<file path="src/rtl/fetch_pkg.sv">
// Shared types for the fetch PC unit: FSM state encoding, default address width
// and the alignment-mask helper. Used with or without the PC_RAS_EN build option.
package fetch_pkg;

    typedef enum logic [1:0] {
        BOOT  = 2'd0,
        RUN   = 2'd1,
        HALT  = 2'd2,
        FAULT = 2'd3
    } pc_state_e;

    localparam int unsigned XLEN_DEFAULT = 32;

    // Low address bits that must be zero for an aligned fetch address.
    function automatic logic [63:0] align_mask(int unsigned instr_bytes);
        return 64'(instr_bytes - 1);
    endfunction

endpackage

</file>
<file path="src/rtl/pc_ras.sv">
// Circular return-address stack for the fetch PC unit. Instanced only when the
// PC_RAS_EN macro is defined. A push onto a full stack overwrites the oldest entry.
module pc_ras #(
    parameter int unsigned XLEN  = 32,
    parameter int unsigned DEPTH = 4
) (
    input  logic            clk,
    input  logic            rst,
    input  logic            push_i,
    input  logic            pop_i,
    input  logic [XLEN-1:0] data_i,
    output logic [XLEN-1:0] top_o,
    output logic            empty_o
);
    localparam int unsigned PW = (DEPTH > 1) ? $clog2(DEPTH) : 1;
    localparam int unsigned CW = $clog2(DEPTH + 1);

    logic [XLEN-1:0] mem_q [DEPTH];
    logic [PW-1:0]   ptr_q;
    logic [CW-1:0]   cnt_q;
    logic [PW-1:0]   top_idx;
    logic [PW-1:0]   next_idx;

    // ptr_q points at the next free slot; the top entry sits just below it.
    always_comb begin
        top_idx  = (ptr_q == '0) ? PW'(DEPTH - 1) : ptr_q - 1'b1;
        next_idx = (ptr_q == PW'(DEPTH - 1)) ? '0 : ptr_q + 1'b1;
    end

    assign top_o   = mem_q[top_idx];
    assign empty_o = (cnt_q == '0);

    always_ff @(posedge clk or negedge rst) begin
        if (!rst) begin
            for (int i = 0; i < int'(DEPTH); i++) mem_q[i] <= '0;
            ptr_q <= '0;
            cnt_q <= '0;
        end else if (push_i && pop_i && cnt_q != '0) begin
            mem_q[top_idx] <= data_i;
        end else if (push_i) begin
            mem_q[ptr_q] <= data_i;
            ptr_q        <= next_idx;
            if (cnt_q != CW'(DEPTH)) cnt_q <= cnt_q + 1'b1;
        end else if (pop_i && cnt_q != '0) begin
            ptr_q <= top_idx;
            cnt_q <= cnt_q - 1'b1;
        end
    end

endmodule

</file>
<file path="src/rtl/fetch_pc_unit.sv">
// Instruction-fetch program counter: handshake advance, redirect, halt/resume and
// misalignment trap. Defining PC_RAS_EN adds call/return stack support.
//
// state | meaning
// BOOT  | first cycle after reset, no fetch issued
// RUN   | issuing fetches at pc_o
// HALT  | fetch stopped, pc held (redirect still loads pc)
// FAULT | misaligned pc loaded, waits for an aligned redirect
module fetch_pc_unit
    import fetch_pkg::*;
#(
    parameter int unsigned XLEN         = XLEN_DEFAULT,
    parameter logic [XLEN-1:0] RESET_VECTOR = '0,
    parameter int unsigned INSTR_BYTES  = 4,
    parameter int unsigned RAS_DEPTH    = 4
) (
    input  logic            clk,
    input  logic            rst,
    output logic [XLEN-1:0] pc_o,
    output logic            pc_valid_o,
    input  logic            pc_ready_i,
    input  logic            redirect_i,
    input  logic [XLEN-1:0] redirect_pc_i,
    input  logic            halt_i,
    input  logic            resume_i,
`ifdef PC_RAS_EN
    input  logic            call_i,
    input  logic            ret_i,
    output logic            ras_underflow_o,
`endif
    output logic            misalign_o,
    output logic [1:0]      state_o
);
    localparam logic [XLEN-1:0] ALIGN_MASK = XLEN'(align_mask(INSTR_BYTES));
    localparam logic [XLEN-1:0] PC_STEP    = XLEN'(INSTR_BYTES);

    pc_state_e       state_q, state_d;
    logic [XLEN-1:0] pc_q, pc_d;
    logic            valid_q, valid_d;
    logic            misalign_q, misalign_d;
    logic            handshake;
    logic            load;
    logic            ras_pop;
    logic [XLEN-1:0] ras_top;

    assign handshake = valid_q & pc_ready_i;

`ifdef PC_RAS_EN
    logic ret_en, ras_push, ras_empty, underflow_q;

    // Returns are honoured only while fetching; a redirect in the same cycle wins.
    assign ret_en   = ret_i & ~redirect_i & (state_q == RUN);
    assign ras_push = call_i & redirect_i;
    assign ras_pop  = ret_en & ~ras_empty;

    pc_ras #(
        .XLEN  (XLEN),
        .DEPTH (RAS_DEPTH)
    ) u_ras (
        .clk     (clk),
        .rst     (rst),
        .push_i  (ras_push),
        .pop_i   (ras_pop | (ras_push & ret_i)),
        .data_i  (pc_q + PC_STEP),
        .top_o   (ras_top),
        .empty_o (ras_empty)
    );

    always_ff @(posedge clk or negedge rst) begin
        if (!rst) underflow_q <= 1'b0;
        else      underflow_q <= ret_en & ras_empty;
    end

    assign ras_underflow_o = underflow_q;
`else
    assign ras_pop = 1'b0;
    assign ras_top = '0;
`endif

    always_comb begin
        state_d = state_q;
        pc_d    = pc_q;
        load    = 1'b0;

        if (redirect_i) begin
            pc_d = redirect_pc_i;
            load = 1'b1;
        end else if (ras_pop) begin
            pc_d = ras_top;
            load = 1'b1;
        end else if (handshake) begin
            pc_d = pc_q + PC_STEP;
        end

        case (state_q)
            BOOT:    state_d = RUN;
            RUN:     if (halt_i) state_d = HALT;
            HALT:    if (resume_i && !halt_i) state_d = RUN;
            FAULT:   if (redirect_i) state_d = RUN;
            default: state_d = BOOT;
        endcase

        if (load && |(pc_d & ALIGN_MASK)) state_d = FAULT;

        valid_d    = (state_d == RUN);
        misalign_d = (state_d == FAULT);
    end

    always_ff @(posedge clk or negedge rst) begin
        if (!rst) begin
            state_q    <= BOOT;
            pc_q       <= RESET_VECTOR;
            valid_q    <= 1'b0;
            misalign_q <= 1'b0;
        end else begin
            state_q    <= state_d;
            pc_q       <= pc_d;
            valid_q    <= valid_d;
            misalign_q <= misalign_d;
        end
    end

    assign pc_o       = pc_q;
    assign pc_valid_o = valid_q;
    assign misalign_o = misalign_q;
    assign state_o    = state_q;

endmodule

</file>
<file path="config.mk">
export PLATFORM = sky130hd
export DESIGN_NAME = fetch_pc_unit
export DESIGN_NICKNAME = d
export VERILOG_FILES = /design/src/rtl/fetch_pkg.sv /design/src/rtl/pc_ras.sv /design/src/rtl/fetch_pc_unit.sv
export SDC_FILE = /design/constraint.sdc
export NUM_CORES = 1
export LEC_CHECK = 0
export BUFFER_PORTS_ARGS = -buffer_cell sky130_fd_sc_hd__buf_4
export CORE_UTILIZATION = 45
export DETAILED_ROUTE_END_ITERATION = 10
export PLACE_DENSITY = 0.74
export SLEW_MARGIN = 20
export SYNTH_ARGS = -nofsm -noshare
export SYNTH_HDL_FRONTEND = slang
export SYNTH_SLANG_ARGS = --single-unit
</file>
<file path="constraint.sdc">
create_clock -name clk -period 2.8 [get_ports clk]
set_input_delay 0.42 -clock clk [delete_from_list [all_inputs] [get_ports clk]]
set_output_delay 0.42 -clock clk [all_outputs]
set_load 0.03 [all_outputs]
</file>
==> results of run 1 <==
-- worst min path at each step --
stage / endpoint / cells past startpoint
floorplan: misalign_o$_DFF_PN0_ / 0
global placement: pc_o[17]$_DFFE_PN0P_ / 1
detailed placement: pc_o[17]$_DFFE_PN0P_ / 1
CTS: pc_o[18]$_DFFE_PN0P_ / 1
global route: pc_o[18]$_DFFE_PN0P_ / 1
finish: pc_o[26]$_DFFE_PN0P_ / 1
-- placed cells by master, fill, tap and decap left out, types with 3 or more instances in the layout --
master	Yosys	final
or3_1	5	5
nor2_1	17	17
o21ai_0	17	17
nand2_1	28	28
inv_1	9	9
dfrtp_1	36	36
xor2_1	6	6
or4_1	18	18
o31ai_1	11	11
clkbuf_8	0	7
xnor2_1	4	4
a31oi_1	14	14
nand4_1	5	5
buf_4	0	74
or2_2	3	3
nor3_1	3	3
nand3_1	13	13
-- flip-flops by register name, summed over array words and instances (netlist names) --
register / flops
misalign_o: 1
pc_o: 32
pc_valid_o: 1
state_o: 2
-- cell type report --
| type | instances | area (sq um) | share of cell area (%) |
|---|---|---|---|
| clock inverters | 1 | 30.0 | 1.12 |
| multi-input cells | 166 | 1000 | 37.4 |
| repair buffers | 74 | 556 | 20.7 |
| well taps | 50 | 62.6 | 2.33 |
| flip-flops and latches | 36 | 901 | 33.6 |
| inverters | 9 | 33.8 | 1.26 |
| clock buffers | 7 | 96.3 | 3.59 |
-- metal layers --
metal  share of wire [%]  global-route usage (%)  routed length, microns  vias to the layer above
li1                    -                       -                       -                      965
met1                  45                    27.1                    2200                      872
met2                  48                    38.4                    2330                       53
met3                 6.0                    5.92                     293                        8
met4                 1.5                    8.42                      71                        0
met5                   0                       0                       0                        -
-- through the flow --
stage                     total power (W)  hold WS (ns)  setup WS [ns]  cell area [sq um]  util [%]
after floorplan                  0.000855         0.124          0.567               2000         -
after global placement            0.00102         0.409          0.685               2560      61.7
after detailed placement          0.00103         0.411          0.613               2560      61.7
after CTS                         0.00154        0.0878          0.585               2680      64.7
after global routing              0.00160         0.107          0.491               2680      64.7
final                             0.00152        0.0716          0.593               2680      64.7
-- kinds of logic after synthesis --
group / count (synthesis) / synth area share [%]
AO/OA/AOI/OAI: 49 / 15.8
multiplexers: 3 / 1.62
XOR/XNOR: 10 / 4.37
adder cells (fa/ha/maj): 1 / 0.625
AND/OR/NAND/NOR: 103 / 27.7
buffers and inverters: 22 / 4.87
flip-flops: 36 / 45.0
-- synthesized netlist by cell type --
master / number / area share (%)
a31oi_1: 14 / 4.4
o31ai_1: 11 / 4.1
inv_1: 9 / 1.7
nand2_1: 28 / 5.2
and3_1: 2 / 0.62
and2_1: 1 / 0.31
o41ai_1: 2 / 0.88
nor3b_1: 1 / 0.38
or2_2: 3 / 0.94
buf_1: 1 / 0.19
nand3_1: 13 / 3.2
nor4_1: 1 / 0.31
o211ai_1: 2 / 0.75
nand4_1: 5 / 1.6
mux2i_1: 1 / 0.50
ha_1: 1 / 0.62
xnor2_1: 4 / 1.7
nor2_1: 17 / 3.2
dfrtp_1: 36 / 45
nand3_2: 1 / 0.50
mux2_2: 2 / 1.1
or4b_1: 1 / 0.50
buf_6: 2 / 1.1
or4_1: 18 / 6.8
a31o_1: 1 / 0.44
and4_1: 2 / 0.88
xor2_1: 6 / 2.6
nand3b_1: 1 / 0.38
o21ai_0: 17 / 4.2
clkbuf_1: 10 / 1.9
or3_1: 5 / 1.6
nor3_1: 3 / 0.75
or4_4: 1 / 0.56
a311o_1: 2 / 1.0
-- worst register-to-register path, stage by stage (launching register included) --
cell and delay (ns):
dfrtp_1 0.43, ha_1 0.17, nand3_1 0.24, or4_1 0.67
or4_1 0.42, a31oi_1 0.19
-- power breakdown --
group          total, W  internal (W)  leakage, nW  switching, W
Combinational  0.000377      0.000155        0.678      0.000222
Sequential     0.000642      0.000574        0.418     0.0000684
Clock          0.000504      0.000314       0.0645      0.000190
==> flow_summary.toml, run 1 <==
[detailed_routing]
wire_per_inst_microns = 14.3
wl_mm = 4.90
ant_nets = 0
detail_route.iter0.violations = 79
average_vias_per_placed_instance = 5.53
remaining_drc_errors = 0
drt_pass1_iterations = 4
routed-via-count = 1898

[critical_path]
worstPathRequired_ns = 3.01
timing.rr.end = "pc_o[30]$_DFFE_PN0P_"
arrival_ns = 2.42
worst-setup-path-type = "flip-flop to flip-flop"
slowest_stage = "or4_1"
timing.critical_path.depth = 5
worstReg2RegStart = "pc_o[2]$_DFFE_PN0P_"
r2r_cells = 5
rrSetupSlack_ns = 0.59
critPathMostFrequentCell = "or4_1"
critPathTopFamily = "simple AND/OR/NAND/NOR gates"
crit_path_end_kind = "flip-flop"
setup.worst_path.end = "pc_o[30]$_DFFE_PN0P_"
critical_path_buf_inv_count = 0
cp_cell_sequence = "ha_1 > nand3_1 > or4_1 > or4_1 > a31oi_1"
worst_setup_path_start_kind = "flip-flop"
cpPeakStageDelay_ns = 0.67
critPathLaunch = "pc_o[2]$_DFFE_PN0P_"
crit_fanout = 7

[synth]
yosysUniqueCellTypes = 34
syn_area_sq_um = 2000
synth-seq-area-share_pct = 45.0
ys_seq_elements = 36
syn-instance-count = 224
synth.yosys.warnings = 0
syn_area_per_cell_sq_um = 8.94
syn_nets = 263

[timing]
maxSlewHeadroom_pct = 43.5
achievable-frequency_mhz = 453
layout_worst_path_cycle_share_pct = 78.8
rsz0062_at_grt = "false"
final_period_minus_worst_setup_slack_ns = 2.21
setup_viol = 0
slew_violations = 0
clock_skew_ns = 0.00871
final_hold_viol_count = 0
worst_slew_pin_slew_ns = 0.847
fin_setup_tns_ns = 0

[final_layout]
non_filler_cells_in_the_finished_layout = 343
share_of_layout_cells_above_drive_strength_1_pct = 30.4
fill_cells = 366
area_growth_pct = 34.0
n_antenna_cell = 0
design.final.nets = 331

[clocking]
cts_resized = 0
tritoncts = "yes"
clock_path_buffers = 2
post_cts_buffers = 0
cts.sink_count = 36
cts.htree.levels = 2
cts-hold-fix-buffers = 0
clk_root_buffer_cell = "clkbuf_8"
cts_inserted_buffers = 5
clock_latency_ns = 0.30
clk_transition_reported_paths_ns = 0.07

[die]
rows = 23
die_w_microns = 68.7
die_height_microns = 68.7
die_area_sq_um = 4720
io-pin-count = 74
fp.coreArea_sq_um = 4140
initial_core_utilization_pct = 48.3

[outcome]
run_status = "finished clean"

[pwr]
ir_worst_vdd_uv = 300
power_leakage_nw = 1.16
power.density_cell_area_nw_per_um2 = 568

[placed_design]
dp_hpwl_mm = 3.50
dp.cells = 335
port_buffers = 73
routabilityCongestion = 0.804

[flow_run]
maxCapViolations = 0

[global_routing]
global_route_wire_length_before_repair_mm = 7.78
grt_start_max_net_pins = 40
grt.total_usage_pct = 22.5
antenna_found_initial = 0
grt-ovfl-total = 0
via_count_of_the_first_global_routing_pass = 1764

[worst_hold_path]
holdCritPathClass = "input pin to asynchronous set/reset pin"
Power figures use the tool's default switching activity.
==> run 2, diff against run 1 <==
Settings changed: CORE_UTILIZATION 45 to 44, PLACE_DENSITY 0.74 to 0.75.
Clock period 2.8 ns to 1.95 ns, I/O delays scaled along.
==> run 2 against run 1 <==
Effect of this change:
- clock power increased by 11%
- utilization rose by 2.3 points
- wire length rose by 7.3%
- critical path depth is 1 lower
- fmax increased by 15%
- non-clock buffer count increased by 24
- global-route usage up 0.29 points
- flip-flop and latch count unchanged
- sequential share of layout area shrank 2.0 points
- die area grew 2.2%
- largest power group unchanged
==> flow_summary.toml, run 2 (same netlist as run 1, synthesis figures left out) <==
[global_routing]
grt_start_max_net_pins = 40
grt.total_usage_pct = 22.8
antenna_found_initial = 0
global_route_wire_length_before_repair_mm = 8.82
grt-ovfl-total = 0
via_count_of_the_first_global_routing_pass = 1940

[die]
die_w_microns = 69.5
die_height_microns = 69.5
rows = 24
die_area_sq_um = 4820
io-pin-count = 74
initial_core_utilization_pct = 46.0
fp.coreArea_sq_um = 4350

[detailed_routing]
drt_pass1_iterations = 4
average_vias_per_placed_instance = 5.53
wl_mm = 5.25
remaining_drc_errors = 0
detail_route.iter0.violations = 158
wire_per_inst_microns = 14.2
routed-via-count = 2042
ant_nets = 0

[timing]
setup_viol = 0
layout_worst_path_cycle_share_pct = 98.6
slew_violations = 0
final_period_minus_worst_setup_slack_ns = 1.92
worst_slew_pin_slew_ns = 0.450
achievable-frequency_mhz = 520
fin_setup_tns_ns = 0
maxSlewHeadroom_pct = 70.0
final_hold_viol_count = 0
rsz0062_at_grt = "true"
clock_skew_ns = 0.00960

[pwr]
power_leakage_nw = 1.26
design_power_total_w = 0.00210
ir_worst_vdd_uv = 445
power.density_cell_area_nw_per_um2 = 720

[clocking]
cts.htree.levels = 2
clock_latency_ns = 0.29
clk_root_buffer_cell = "clkbuf_8"
cts.sink_count = 36
clock_path_buffers = 2
cts_inserted_buffers = 5
clk_transition_reported_paths_ns = 0.08
tritoncts = "yes"

[placed_design]
routabilityCongestion = 0.848
port_buffers = 73
dp_hpwl_mm = 3.80
total_cell_area_at_the_placement_stage_sq_um = 2790

[critical_path]
slowest_stage = "or4_4"
cpPeakStageDelay_ns = 0.57
cp_cell_sequence = "nand4_1 > or4_4 > or4_1 > a31o_1"
crit_path_end_kind = "flip-flop"
crit_fanout = 5
worstPathRequired_ns = 2.13
arrival_ns = 2.10
worst-setup-path-type = "flip-flop to flip-flop"
worst_setup_path_start_kind = "flip-flop"

[final_layout]
n_antenna_cell = 0
design.final.nets = 355
area_growth_pct = 45.8
post-route-cell-area_sq_um = 2920
layout_commonest_cell = "buf_4"
largest_reg_flops = 32
most_frequent_cells_in_the_layout = "95 x buf_4, 27 x nand2_1, 19 x dfrtp_1"
share_of_layout_cells_above_drive_strength_1_pct = 43.5

[outcome]
run_status = "finished clean"

[flow_run]
maxCapViolations = 0

[worst_hold_path]
holdCritPathClass = "input pin to flip-flop"
==> run 2: changes by cell type in the layout (fill, tap and decap cells not counted), moves of 2 or more <==
cell and change:
dfrtp_1 -17, or4_1 -4, nand3_1 -4, or4_4 +4
buf_4 +21, nand3_2 +4, buf_12 +2, dfrtp_2 +17
clkinv_2 +2
==> run 2: layer usage <==
layer / share of wire (%) / vias to the layer above / wire [microns] / global-route usage, %
li1: - / 1012 / - / -
met1: 45 / 955 / 2360 / 29.6
met2: 49 / 67 / 2580 / 39.1
met3: 4.9 / 8 / 256 / 4.22
met4: 1.0 / 0 / 54 / 6.12
met5: 0 / - / 0 / 0
==> run 2: what timing repair did <==
action | CTS | global route
gates cloned | 0 | 0
endpoints found under the hold margin | 36 | 0
setup endpoints to repair | 1 | 11
gates resized for setup | 1 | 3
pin swaps | 0 | 6
hold buffers | 1 | 0
setup buffers | 0 | 1
==> run 2: critical path: cells and delay by family (launching register included) <==
| kind | cells | cell delay, ns |
|---|---|---|
| flip-flops | 1 | 0.42 |
| AND/OR/NAND/NOR | 3 | 1.21 |
| AO/OA/AOI/OAI | 1 | 0.18 |
==> run 2: worst paths after layout <==
check / from / to / slack (ns) / cells after the start
worst max-delay path: pc_valid_o$_DFF_PN0_ / pc_o[31]$_DFFE_PN0P_ / 0.03 / 4
worst min-delay path: redirect_pc_i[15] / pc_o[15]$_DFFE_PN0P_ / 0.20 / 3
worst max register to register: pc_valid_o$_DFF_PN0_ / pc_o[31]$_DFFE_PN0P_ / 0.03 / 4
worst min register to register: pc_o[1]$_DFF_PN0_ / pc_o[1]$_DFF_PN0_ / 0.52 / 1
max in group asynchronous: rst / pc_o[5]$_DFFE_PN0P_ / 1.11 / 2
min in group asynchronous: rst / pc_o[25]$_DFFE_PN0P_ / 0.49 / 2
==> run 2: per-stage QoR <==
stage	utilization, %	setup slack, ns	instances	hold WS, ns
floorplan	-	-0.0860	224	-0.00309
global placement	64.1	0.0554	359	0.277
detailed placement	64.1	0.00147	359	0.279
CTS	66.6	0.0237	368	0.203
global route	67.0	-0.0363	369	0.213
finish	67.0	0.0279	369	0.201
==> run 2: power by group <==
part / switching [W] / internal (W) / total, W
sequential: 0.0000758 / 0.000830 / 0.000906
combinational: 0.000362 / 0.000274 / 0.000636
clock: 0.000276 / 0.000282 / 0.000558
total: 0.000714 / 0.00139 / 0.00210
==> run 2: area by class of cell <==
type,count,area [sq um]
clock buffers,6,82.6
fillers,360,1440
multi-input cells,166,1040
clock inverters,2,10.0
flip-flops and latches,36,922
repair buffers,98,763
inverters,9,33.8
well taps,52,65.1
==> run 3, diff against run 2 <==
Settings changed: ABC_AREA from default to 1, CORE_UTILIZATION 44 to 45, PLACE_DENSITY 0.75 to 0.74.
==> run 3 against run 2 <==
Effect of this change:
- non-clock buffer count fell by 22
- synthesized cell count grew 61%
- cell count rose by 37%
- first-iteration DRC count is 7.0% lower
- die area rose by 17%
- sequential power up 10%
==> flow_summary.toml, run 3 <==
[final_layout]
largest_reg_flops = 32
layout_commonest_cell = "nand2_1"
non_filler_cells_in_the_finished_layout = 507
most_frequent_cells_in_the_layout = "134 x nand2_1, 75 x buf_4, 41 x inv_1, 41 x nand3_1"
design.final.nets = 475
final_util_pct = 60.5
n_antenna_cell = 0
share_of_layout_cells_above_drive_strength_1_pct = 22.4
area_growth_pct = 29.4

[clocking]
cts.sink_count = 36
clk_transition_reported_paths_ns = 0.07
tritoncts = "yes"
clk_root_buffer_cell = "clkbuf_8"
clock_latency_ns = 0.29
cts_inserted_buffers = 5
cts_resized = 0
clock_path_buffers = 2
cts.htree.levels = 2
post_cts_buffers = 0

[critical_path]
cpPeakStageDelay_ns = 0.53
worst-setup-path-type = "flip-flop to flip-flop"
slowest_stage = "inv_1"
worst_setup_path_start_kind = "flip-flop"
arrival_ns = 1.80
crit_path_end_kind = "flip-flop"
worstPathRequired_ns = 2.17
crit_fanout = 20
rrSetupSlack_ns = 0.38
cp_cell_sequence = "nand2_1 > inv_1 > nand2_2 > inv_1 > nand3_1 > nand3_1"
critPathTopFamily = "buffers and inverters"
critical_path_buf_inv_count = 2

[placed_design]
routabilityCongestion = 0.953
dp_hpwl_mm = 4.78
dp.cells = 498
place_ws_ns = 0.351
port_buffers = 73

[synth]
synth-async-reset-ratio_pct = 100
synth_top_family_by_area = "simple AND/OR/NAND/NOR gates"
synth.area.mux_share_pct = 0
synth.yosys.warnings = 0
library_cell_occupying_the_most_area_in_the_post_synthesis_netlist = "dfrtp_1"
ys_top_cells_by_area = "dfrtp_1 37%, nand2_1 21%, nand3_1 8.5%"
synth_simple_gate_area_share_pct = 41.3
yosys.area_share.adder_pct = 0.520
synth_compound_area_share_pct = 10.2
synth-xor-area-share_pct = 2.19
ys_top_cells_by_count = "134 x nand2_1, 41 x inv_1, 41 x nand3_1, 36 x dfrtp_1, 36 x nor2_1"
syn-instance-count = 361
ys_seq_elements = 36
syn_nets = 400
synth-seq-area-share_pct = 37.5
synth_top_cell_area_share_pct = 37.5
syn_area_sq_um = 2400
synth.most_common_cell = "nand2_1"
syn_area_per_cell_sq_um = 6.66
edff_count_synth = 0
postSynth.topFlopCell = "dfrtp_1"
yosysUniqueCellTypes = 26

[die]
rows = 26
io-pin-count = 74
die_height_microns = 75.1
initial_core_utilization_pct = 46.8
die_w_microns = 75.1
die_area_sq_um = 5640
fp.coreArea_sq_um = 5140

[worst_hold_path]
holdCritPathClass = "input pin to flip-flop"

[timing]
final_hold_viol_count = 0
worst_slew_pin_slew_ns = 0.660
achievable-frequency_mhz = 636
fin_hold_ws_ns = 0.207
post-route-worst-setup-slack_ns = 0.377
final_period_minus_worst_setup_slack_ns = 1.57
maxSlewHeadroom_pct = 56.0
layout_worst_path_cycle_share_pct = 80.7
clock_skew_ns = 0.00606
fin_setup_tns_ns = 0
rsz0062_at_grt = "false"
slew_violations = 0
setup_viol = 0

[pwr]
share_clk_of_total_power_pct = 23.1
p_sw_w = 0.000940
power.density_cell_area_nw_per_um2 = 774
internal-power_w = 0.00147
power.share.sequential_pct = 41.7
logic_pwr_share_pct = 35.2
power.share.switching_pct = 39.0
power_leakage_nw = 1.54
ir_worst_vdd_uv = 471

[global_routing]
global_route_wire_length_before_repair_mm = 10.6
grt.total_usage_pct = 24.8
via_count_of_the_first_global_routing_pass = 2404
antenna_found_initial = 0
grt_start_max_net_pins = 37
grt-ovfl-total = 0

[detailed_routing]
remaining_drc_errors = 0
wl_mm = 6.33
routed-via-count = 2513
detail_route.iter0.violations = 147
wire_per_inst_microns = 12.5
ant_nets = 0
average_vias_per_placed_instance = 4.96
drt_pass1_iterations = 4

[flow_run]
maxCapViolations = 0

[outcome]
run_status = "finished clean"
## run 3: cell types whose count changed after synthesis, moves of 13 or more
cell     change
inv_1       +32
nand2_1    +106
nand3_1     +28
a31oi_1     -13
nor2_1      +19
or4_1       -18
## run 3: per-stage QoR
step / area [sq um] / power, W
6_report: 3110 / 0.00241
4_1_cts: 3110 / 0.00242
3_5_place_dp: 3010 / 0.00187
3_3_place_gp: 3010 / 0.00185
2_1_floorplan: 2400 / 0.00152
5_1_grt: 3110 / 0.00255
## run 3: area by class of cell
class,count,area [sq um]
Clock buffer,8,90.1
Inverter,42,158
Multi-Input combinational cell,275,1300
Timing Repair Buffer,76,573
Tap cell,70,87.6
Sequential cell,36,901
Fill cell,527,2030
## run 3: power groups by stage
stage / clock network, W / logic (W) / registers, W
after floorplan: 0 / 0.000316 / 0.00120
after global placement: 0 / 0.000838 / 0.00101
after detailed placement: 0 / 0.000850 / 0.00102
after CTS: 0.000566 / 0.000855 / 0.00100
after global routing: 0.000592 / 0.000931 / 0.00102
final: 0.000557 / 0.000848 / 0.00100
## run 3: worst paths after layout
path                                      start              endpoint  depth (start not counted)
max                        pc_valid_o$_DFF_PN0_  pc_o[14]$_DFFE_PN0P_                          6
max reg2reg                pc_valid_o$_DFF_PN0_  pc_o[14]$_DFFE_PN0P_                          6
max in group asynchronous                   rst  pc_o[18]$_DFFE_PN0P_                          2
min in group asynchronous                   rst  pc_o[25]$_DFFE_PN0P_                          2
min                            redirect_pc_i[1]     pc_o[1]$_DFF_PN0_                          3
min reg2reg                   pc_o[1]$_DFF_PN0_     pc_o[1]$_DFF_PN0_                          2
## run 3: timing repair
item                                    CTS  global route
endpoints found under the setup margin    0             0
hold endpoints to repair                 36             0
hold buffers                              1             0
## run 3: per-layer routing
layer | global-route usage [%] | wire length [microns]
met3 | 3.21 | 329
met2 | 42.5 | 3080
met1 | 32.4 | 2840
met5 | 0 | 0
met4 | 8.18 | 76
## run 3: worst reg2reg max path, cell delays in order (launching register included)
cell and delay [ns]:
dfrtp_1 0.34, nand2_1 0.12, inv_1 0.11, nand2_2 0.13, inv_1 0.53, nand3_1 0.17
nand3_1 0.11
## run 3: cells by family (layout without fill, tap and decap cells)
logic type      Yosys count  count (layout)
flops                    36              36
simple gates            230             230
fa+ha+maj                 1               1
xor+xnor                  6               6
compound gates           38              38
buf+inv                  50             126
